<file path="src/rtl/digest_readout_ctrl.sv">
// Readout sequencer for the 8x32 digest buffer: latches the digest on start, then streams
// buffer addresses FIRST_ADDR..FIRST_ADDR+NUM_WORDS-1 out on a valid/ready interface.
module digest_readout_ctrl #(
  parameter int unsigned NUM_WORDS  = 8,
  parameter int unsigned FIRST_ADDR = 1,
  parameter int unsigned ADDR_W     = 4,
  parameter int unsigned DATA_W     = 32
) (
  input  logic              clk,
  input  logic              rst,
  input  logic              start,
  output logic              buf_en,
  output logic [ADDR_W-1:0] buf_addr,
  input  logic [DATA_W-1:0] buf_word,
  output logic              m_valid,
  input  logic              m_ready,
  output logic [DATA_W-1:0] m_data,
  output logic              m_last,
  output logic [2:0]        m_index,
  output logic              busy,
  output logic              done,
  output logic              overrun
);

  localparam int unsigned IDX_W = 3;
  localparam logic [ADDR_W-1:0] FIRST_A = ADDR_W'(FIRST_ADDR);
  localparam logic [ADDR_W-1:0] LAST_A  = ADDR_W'(FIRST_ADDR + NUM_WORDS - 1);

  typedef enum logic [1:0] {
    S_IDLE,
    S_LATCH,
    S_FILL,
    S_STREAM
  } state_t;

  state_t              state_q;
  logic                buf_en_q;
  logic [ADDR_W-1:0]   buf_addr_q;
  logic                m_valid_q;
  logic                m_last_q;
  logic [IDX_W-1:0]    m_index_q;
  logic                busy_q;
  logic                done_q;
  logic                overrun_q;

  // Sequencer; every output except m_data comes straight from a register.
  always_ff @(posedge clk or posedge rst) begin
    if (rst) begin
      state_q    <= S_IDLE;
      buf_en_q   <= 1'b0;
      buf_addr_q <= '0;
      m_valid_q  <= 1'b0;
      m_last_q   <= 1'b0;
      m_index_q  <= '0;
      busy_q     <= 1'b0;
      done_q     <= 1'b0;
      overrun_q  <= 1'b0;
    end else begin
      buf_en_q <= 1'b0;
      done_q   <= 1'b0;
      if (start && (state_q != S_IDLE)) begin
        overrun_q <= 1'b1;
      end
      case (state_q)
        S_IDLE: begin
          buf_addr_q <= '0;
          if (start) begin
            state_q   <= S_LATCH;
            buf_en_q  <= 1'b1;
            busy_q    <= 1'b1;
            overrun_q <= 1'b0;
          end
        end
        // Address stays 0 (buffer no-op) while the buffer captures the digest.
        S_LATCH: begin
          buf_addr_q <= FIRST_A;
          state_q    <= S_FILL;
        end
        S_FILL: begin
          state_q   <= S_STREAM;
          m_valid_q <= 1'b1;
          m_index_q <= IDX_W'(buf_addr_q - FIRST_A);
          m_last_q  <= (buf_addr_q == LAST_A);
        end
        S_STREAM: begin
          if (m_ready) begin
            m_valid_q <= 1'b0;
            m_last_q  <= 1'b0;
            if (m_last_q) begin
              state_q    <= S_IDLE;
              buf_addr_q <= '0;
              m_index_q  <= '0;
              busy_q     <= 1'b0;
              done_q     <= 1'b1;
            end else begin
              state_q    <= S_FILL;
              buf_addr_q <= buf_addr_q + ADDR_W'(1);
            end
          end
        end
        default: begin
          state_q <= S_IDLE;
        end
      endcase
    end
  end

  assign buf_en   = buf_en_q;
  assign buf_addr = buf_addr_q;
  assign m_valid  = m_valid_q;
  assign m_last   = m_last_q;
  assign m_index  = m_index_q;
  assign busy     = busy_q;
  assign done     = done_q;
  assign overrun  = overrun_q;

  // Buffer re-reads the held address under stall, so the gated word stays stable.
  assign m_data = m_valid_q ? buf_word : '0;

endmodule

</file>
<file path="config.mk">
export PLATFORM = sky130hd
export DESIGN_NAME = digest_readout_ctrl
export DESIGN_NICKNAME = d
export VERILOG_FILES = /design/src/rtl/digest_readout_ctrl.sv
export SDC_FILE = /design/constraint.sdc
export NUM_CORES = 1
export LEC_CHECK = 0
export ABC_AREA = 0
export BUFFER_PORTS_ARGS = -buffer_cell sky130_fd_sc_hd__buf_2
export CAP_MARGIN = 20
export CORE_MARGIN = 1
export CORE_UTILIZATION = 32
export CTS_BUF_LIST = sky130_fd_sc_hd__clkbuf_8 sky130_fd_sc_hd__clkbuf_16
export CTS_CLUSTER_SIZE = 12
export DETAILED_ROUTE_END_ITERATION = 10
export PLACE_DENSITY = 0.86
export RECOVER_POWER = 50
export SYNTH_ARGS = -nofsm -noshare
export SYNTH_HDL_FRONTEND = slang
export SYNTH_SLANG_ARGS = --single-unit
</file>
<file path="constraint.sdc">
create_clock -name clk -period 1.1 [get_ports clk]
set_input_delay 0.11 -clock clk [delete_from_list [all_inputs] [get_ports clk]]
set_output_delay 0.11 -clock clk [all_outputs]
set_load 0.02 [all_outputs]
</file>
Yosys cells after proc, flatten, opt, wreduce, memory -nomap -nowiden
Cells that the tools add are included.
Widths: inputs -> output; s select.
{ "word_totals": {"reg_bits": 15, "word_cells": 55} }
{ "op_classes": {"n_eq_ne": 7, "addsub": 2, "reduce_logical": 11, "muxes": 26} }
{ "op_table": {"columns": ["op", "n"], "rows": [
  ["$mux 32", 1],
  ["$mux 1", 12],
  ["$pmux 4 s3", 1],
  ["$mux 4", 2],
  ["$pmux 2 s4", 1],
  ["$mux 2", 3],
  ["$mux 3", 2],
  ["$ne 2x2->1 const B", 3],
  ["$pmux 1 s2", 3],
  ["$pmux 3 s2", 1],
  ["$reduce_and 2->1", 3],
  ["$reduce_bool 2->1", 3],
  ["$add 4x1->4 const B", 1],
  ["$eq 2x2->1 const B", 2],
  ["$eq 4x4->1 const B", 1],
  ["$reduce_and 4->1", 1],
  ["$reduce_and 3->1", 1],
  ["$reduce_bool 3->1", 1],
  ["$sub 3x1->3 const B", 1],
  ["$eq 2x1->1 const B", 1],
  ["$logic_not 2->1", 1],
  ["$logic_and 1x1->1", 1]
]} }

Logic depth before layout (Yosys ltp)
{ "depth": {"depth_word": 5, "depth_mapped": 5} }

Worst setup path after synthesis
Ideal clock, no wire load.
{ "synth_path": {"kind": "register -> register", "start": "reg buf_addr_q[0] (netlist: buf_addr[0])", "end": "reg buf_addr_q[2] (netlist: buf_addr[2])", "setup_slack_ns": -0.222, "setup_ns": 0.077, "synth_period_minus_slack_ns": 1.322, "t_required_ns": 1.023, "path_buffers": 0, "arrival_time_ns": 1.245, "stages_incl_launch_ff": 4, "path_cell_list": "dfrtp_1 > ha_1 > or4b_1 > a21oi_1"} }
{ "synth_via": {"elab_chain_len": 4} }
{ "synth_rtl": {"columns": ["element", "line", "rtl"], "rows": [
  ["start: declaration", "38", "logic [ADDR_W-1:0] buf_addr_q;"],
  ["start signal: assignment", "97", "buf_addr_q <= buf_addr_q + ADDR_W'(1);"],
  ["$add 4x1->4", "97", null],
  ["$mux 4", "89", "if (m_last_q) begin"],
  ["$mux 4", "86", "if (m_ready) begin"],
  ["$pmux 4 s3", "64", "case (state_q)"]
]} }
Every way passes these cells. The select of a mux whose other input is x is not followed.
A chain may end at the register's enable or synchronous reset.

Worst setup path after layout
{ "layout_path": {"start": "reg m_valid_q (netlist: m_valid)", "end": "out m_data[18]"} }
{ "layout_via": {"elab_chain_len": 1} }
{ "layout_rtl": {"columns": ["element", "line", "rtl"], "rows": [
  ["start: declaration", "39", "logic m_valid_q;"],
  ["start signal: assignment", "52", "m_valid_q <= 1'b0;"],
  ["start signal: assignment", "81", "m_valid_q <= 1'b1;"],
  ["start signal: assignment", "87", "m_valid_q <= 1'b0;"],
  ["$mux 32", "118", "assign m_data = m_valid_q ? buf_word : '0;"],
  ["end: declaration", "17", "output logic [DATA_W-1:0] m_data,"]
]} }
Every way passes these cells.

==> impl_metrics.toml <==
[sta]
drv_slew = 0
totalNegativeSetupSlack_ns = -3.81
holdWs_ns = 0.119
skew_ns = 0.00535
tightest_slew_ns = 0.319
hold_violations = 0
fin_crit_ns = 1.23
clock.fmax_mhz = 812
finalSetupViolCount = 35
rsz0062_at_grt = "yes"
fin_crit_sh_pct = 112
max_slew_margin_pct = 78.7
worst_slack_ns = -0.132

[finish]
fin_nets = 236
insertedDiodeCount = 0
fin_cells = 226
drive_above_1_share_pct = 60.2
fin_util_pct = 64.4
area_delta_synth_final_pct = 87.4

[min_path]
hold_depth = 3
holdPathEnd = "state_q[0]"
hp-start = "start"
min_path_type = "in -> reg"

[floorplan]
dieArea_um2 = 2920
fp.coreArea_um2 = 2520
initial_utilization_pct = 34.4
fp.dieH_um = 54.1
die_x_um = 54.1
design.portCount = 81
rows = 18

[setup_path]
r2r_cells = 3
worst-r2r-setup-slack_ns = -0.10
critPathRequiredTime_ns = 0.99
end_kind = "primary output"
cp.arrival_ns = 1.12
startpoint_type = "flop"
timing.rr.end = "buf_addr[3]"
r2r_start = "state_q[0]"
path_class = "reg -> out"
worstPathMaxFanout = 33

[synthesis]
synth_fa_ha_area_share_pct = 4.33
synth_area_um2 = 867
synth-xor-area-share_pct = 1.01
syn_inst = 100
synth_cell_types = 23
ys_warn_count = 0
synth.mux.area_fraction_pct = 0
synth_top_family_by_area = "simple AND/OR/NAND/NOR gates"
ys_ff_latch = 15
ys_seq_area_share_pct = 43.3
syn_avg_cell_area_um2 = 8.67
synth_nets = 139
synth_compound_area_share_pct = 8.23
yosys.area_share.simple_pct = 38.8

[run_status]
violations = "setup timing"
outcome = "finished, violations left"

[global_route]
globalRouteOverflowTotal = 0
grt_first_pass_wirelength_um = 3740
met3_usage_pct = 3.39
gr-usage-met2_pct = 35.4
grt_usage_pct = 18.1
grt_max_degree = 34
antenna_found_initial = 0
grt_pass1_vias = 854
grt_most_used_layer = "met2"
globalRouteMet1Util_pct = 17.8

[route]
drc_errors = 0
drt-pass1-iter-count = 3
wl_um = 2900
wire_per_inst_um = 12.8
dr.first_iter.drc_count = 7
routed_via_density = 4.59
ant_nets = 0
via_count = 1038

[clock_tree]
ctsLongestPathBuffers = 2
cts_made_buffers = 3
cts_tree = "built"
cts_max_level = 1
clk_latency_ns = 0.25
cts_sinks = 15
root_buffer = "clkbuf_8"
path_clk_slew_ns = 0.06

[power]
comb_power_share_pct = 67.5
clkPwrFrac_pct = 10.2
p_int_mw = 2.41
switching_share_pct = 44.9
power.switching_mw = 1.96
p_per_area_nw_per_um2 = 2690
max-vdd-ir-drop_mv = 1.69
seq_power_share_pct = 22.3
totalPowerFinal_mw = 4.37
power_leakage_nw = 0.900

[placed_design]
dp_cells = 219
hpwl_um = 2140
gp_congestion = 0.807
io_buffers = 80

[run]
cap_viol_max_count = 0
[power by group through the flow]
stage	clock network (mW)	logic, mW	registers, mW
2_1_floorplan	0	1.23	1.21
3_3_place_gp	0	2.38	0.949
3_5_place_dp	0	2.41	0.967
4_1_cts	0.440	2.63	0.969
5_1_grt	0.463	3.16	1.02
6_report	0.445	2.95	0.976
[worst max-delay path by stage]
stage / start / to / slack [ns]
floorplan: buf_addr[1] / buf_addr[2] / -0.11
global placement: buf_addr[1] / buf_addr[2] / -0.04
detailed placement: state_q[0] / buf_addr[2] / -0.10
CTS: m_valid / m_data[19] / -0.12
global route: m_valid / m_data[18] / -0.18
finish: m_valid / m_data[18] / -0.13
[critical path: stages (launching register included)]
cell and delay, ns:
dfrtp_1 0.40, buf_12 0.16, and2_1 0.16, buf_6 0.14
[cells in the mapped netlist (all sizes together)]
master   n  area share (%)
a21oi    3             1.7
nor2     4             1.7
o21a     1            0.87
or4      1            0.87
a21o     1            0.87
dfrtp   15              43
nand2    9             4.2
nand4b   1             1.0
nand2b   2             1.4
a31oi    1            0.72
inv      6             2.6
nand3    4             2.3
or4b     1             1.2
nor3     1            0.58
nand4    1            0.72
o21ai    7             4.0
ha       3             4.3
clkbuf   4             1.7
xnor2    1             1.0
and2    32              23
nor3b    1            0.87
nand3b   1            0.87
[cell usage in the layout, fill, tap and decap left out, drive strengths merged, types with 2 or more instances in the layout]
cell     n
a21oi    3
and2    32
buf     94
clkbuf   4
dfrtp   15
ha       3
inv      7
nand2    9
nand2b   2
nand3    4
nor2     4
o21ai    7
[routing by layer]
metal  up-vias  routed length, um
met2        48               1490
met4         0                 36
met5         -                  0
met1       470               1060
li1        517                  -
met3         3                308
[flip-flops by register name, indices dropped and copies added, names as in the netlist, named ones only]
register	count
buf_addr	4
buf_en	1
busy	1
done	1
m_index	3
m_last	1
m_valid	1
state_q	2
[what timing repair did]
| action | 4_1_cts | 5_1_grt |
|---|---|---|
| hold buffers | 1 | 0 |
| endpoints found under the hold margin | 7 | 0 |
| endpoints found under the setup margin | 40 | 45 |
| gates resized for setup | 13 | 39 |
| pin swaps | 3 | 5 |
| buffers inserted | 2 | 0 |
[logic make-up after synthesis]
| group | Yosys count |
|---|---|
| compound gates | 13 |
| xor+xnor | 1 |
| fa+ha+maj | 3 |
| buf+inv | 10 |
| flops | 15 |
| simple gates | 58 |
[stage by stage]
step,setup WS (ns),cell area (um2)
floorplan,-0.110,885
detailed placement,-0.102,1410
global route,-0.175,1630
finish,-0.132,1630
CTS,-0.122,1520
global placement,-0.0428,1410
[area by class of cell]
type | instances | area [um2]
Clock buffer | 3 | 41.3
Clock inverter | 1 | 3.75
Fill cell | 211 | 897
Inverter | 6 | 22.5
Multi-Input combinational cell | 75 | 512
Sequential cell | 15 | 382
Tap cell | 30 | 37.5
Timing Repair Buffer | 96 | 627
No activity file was read; power rests on OpenSTA's default activity.
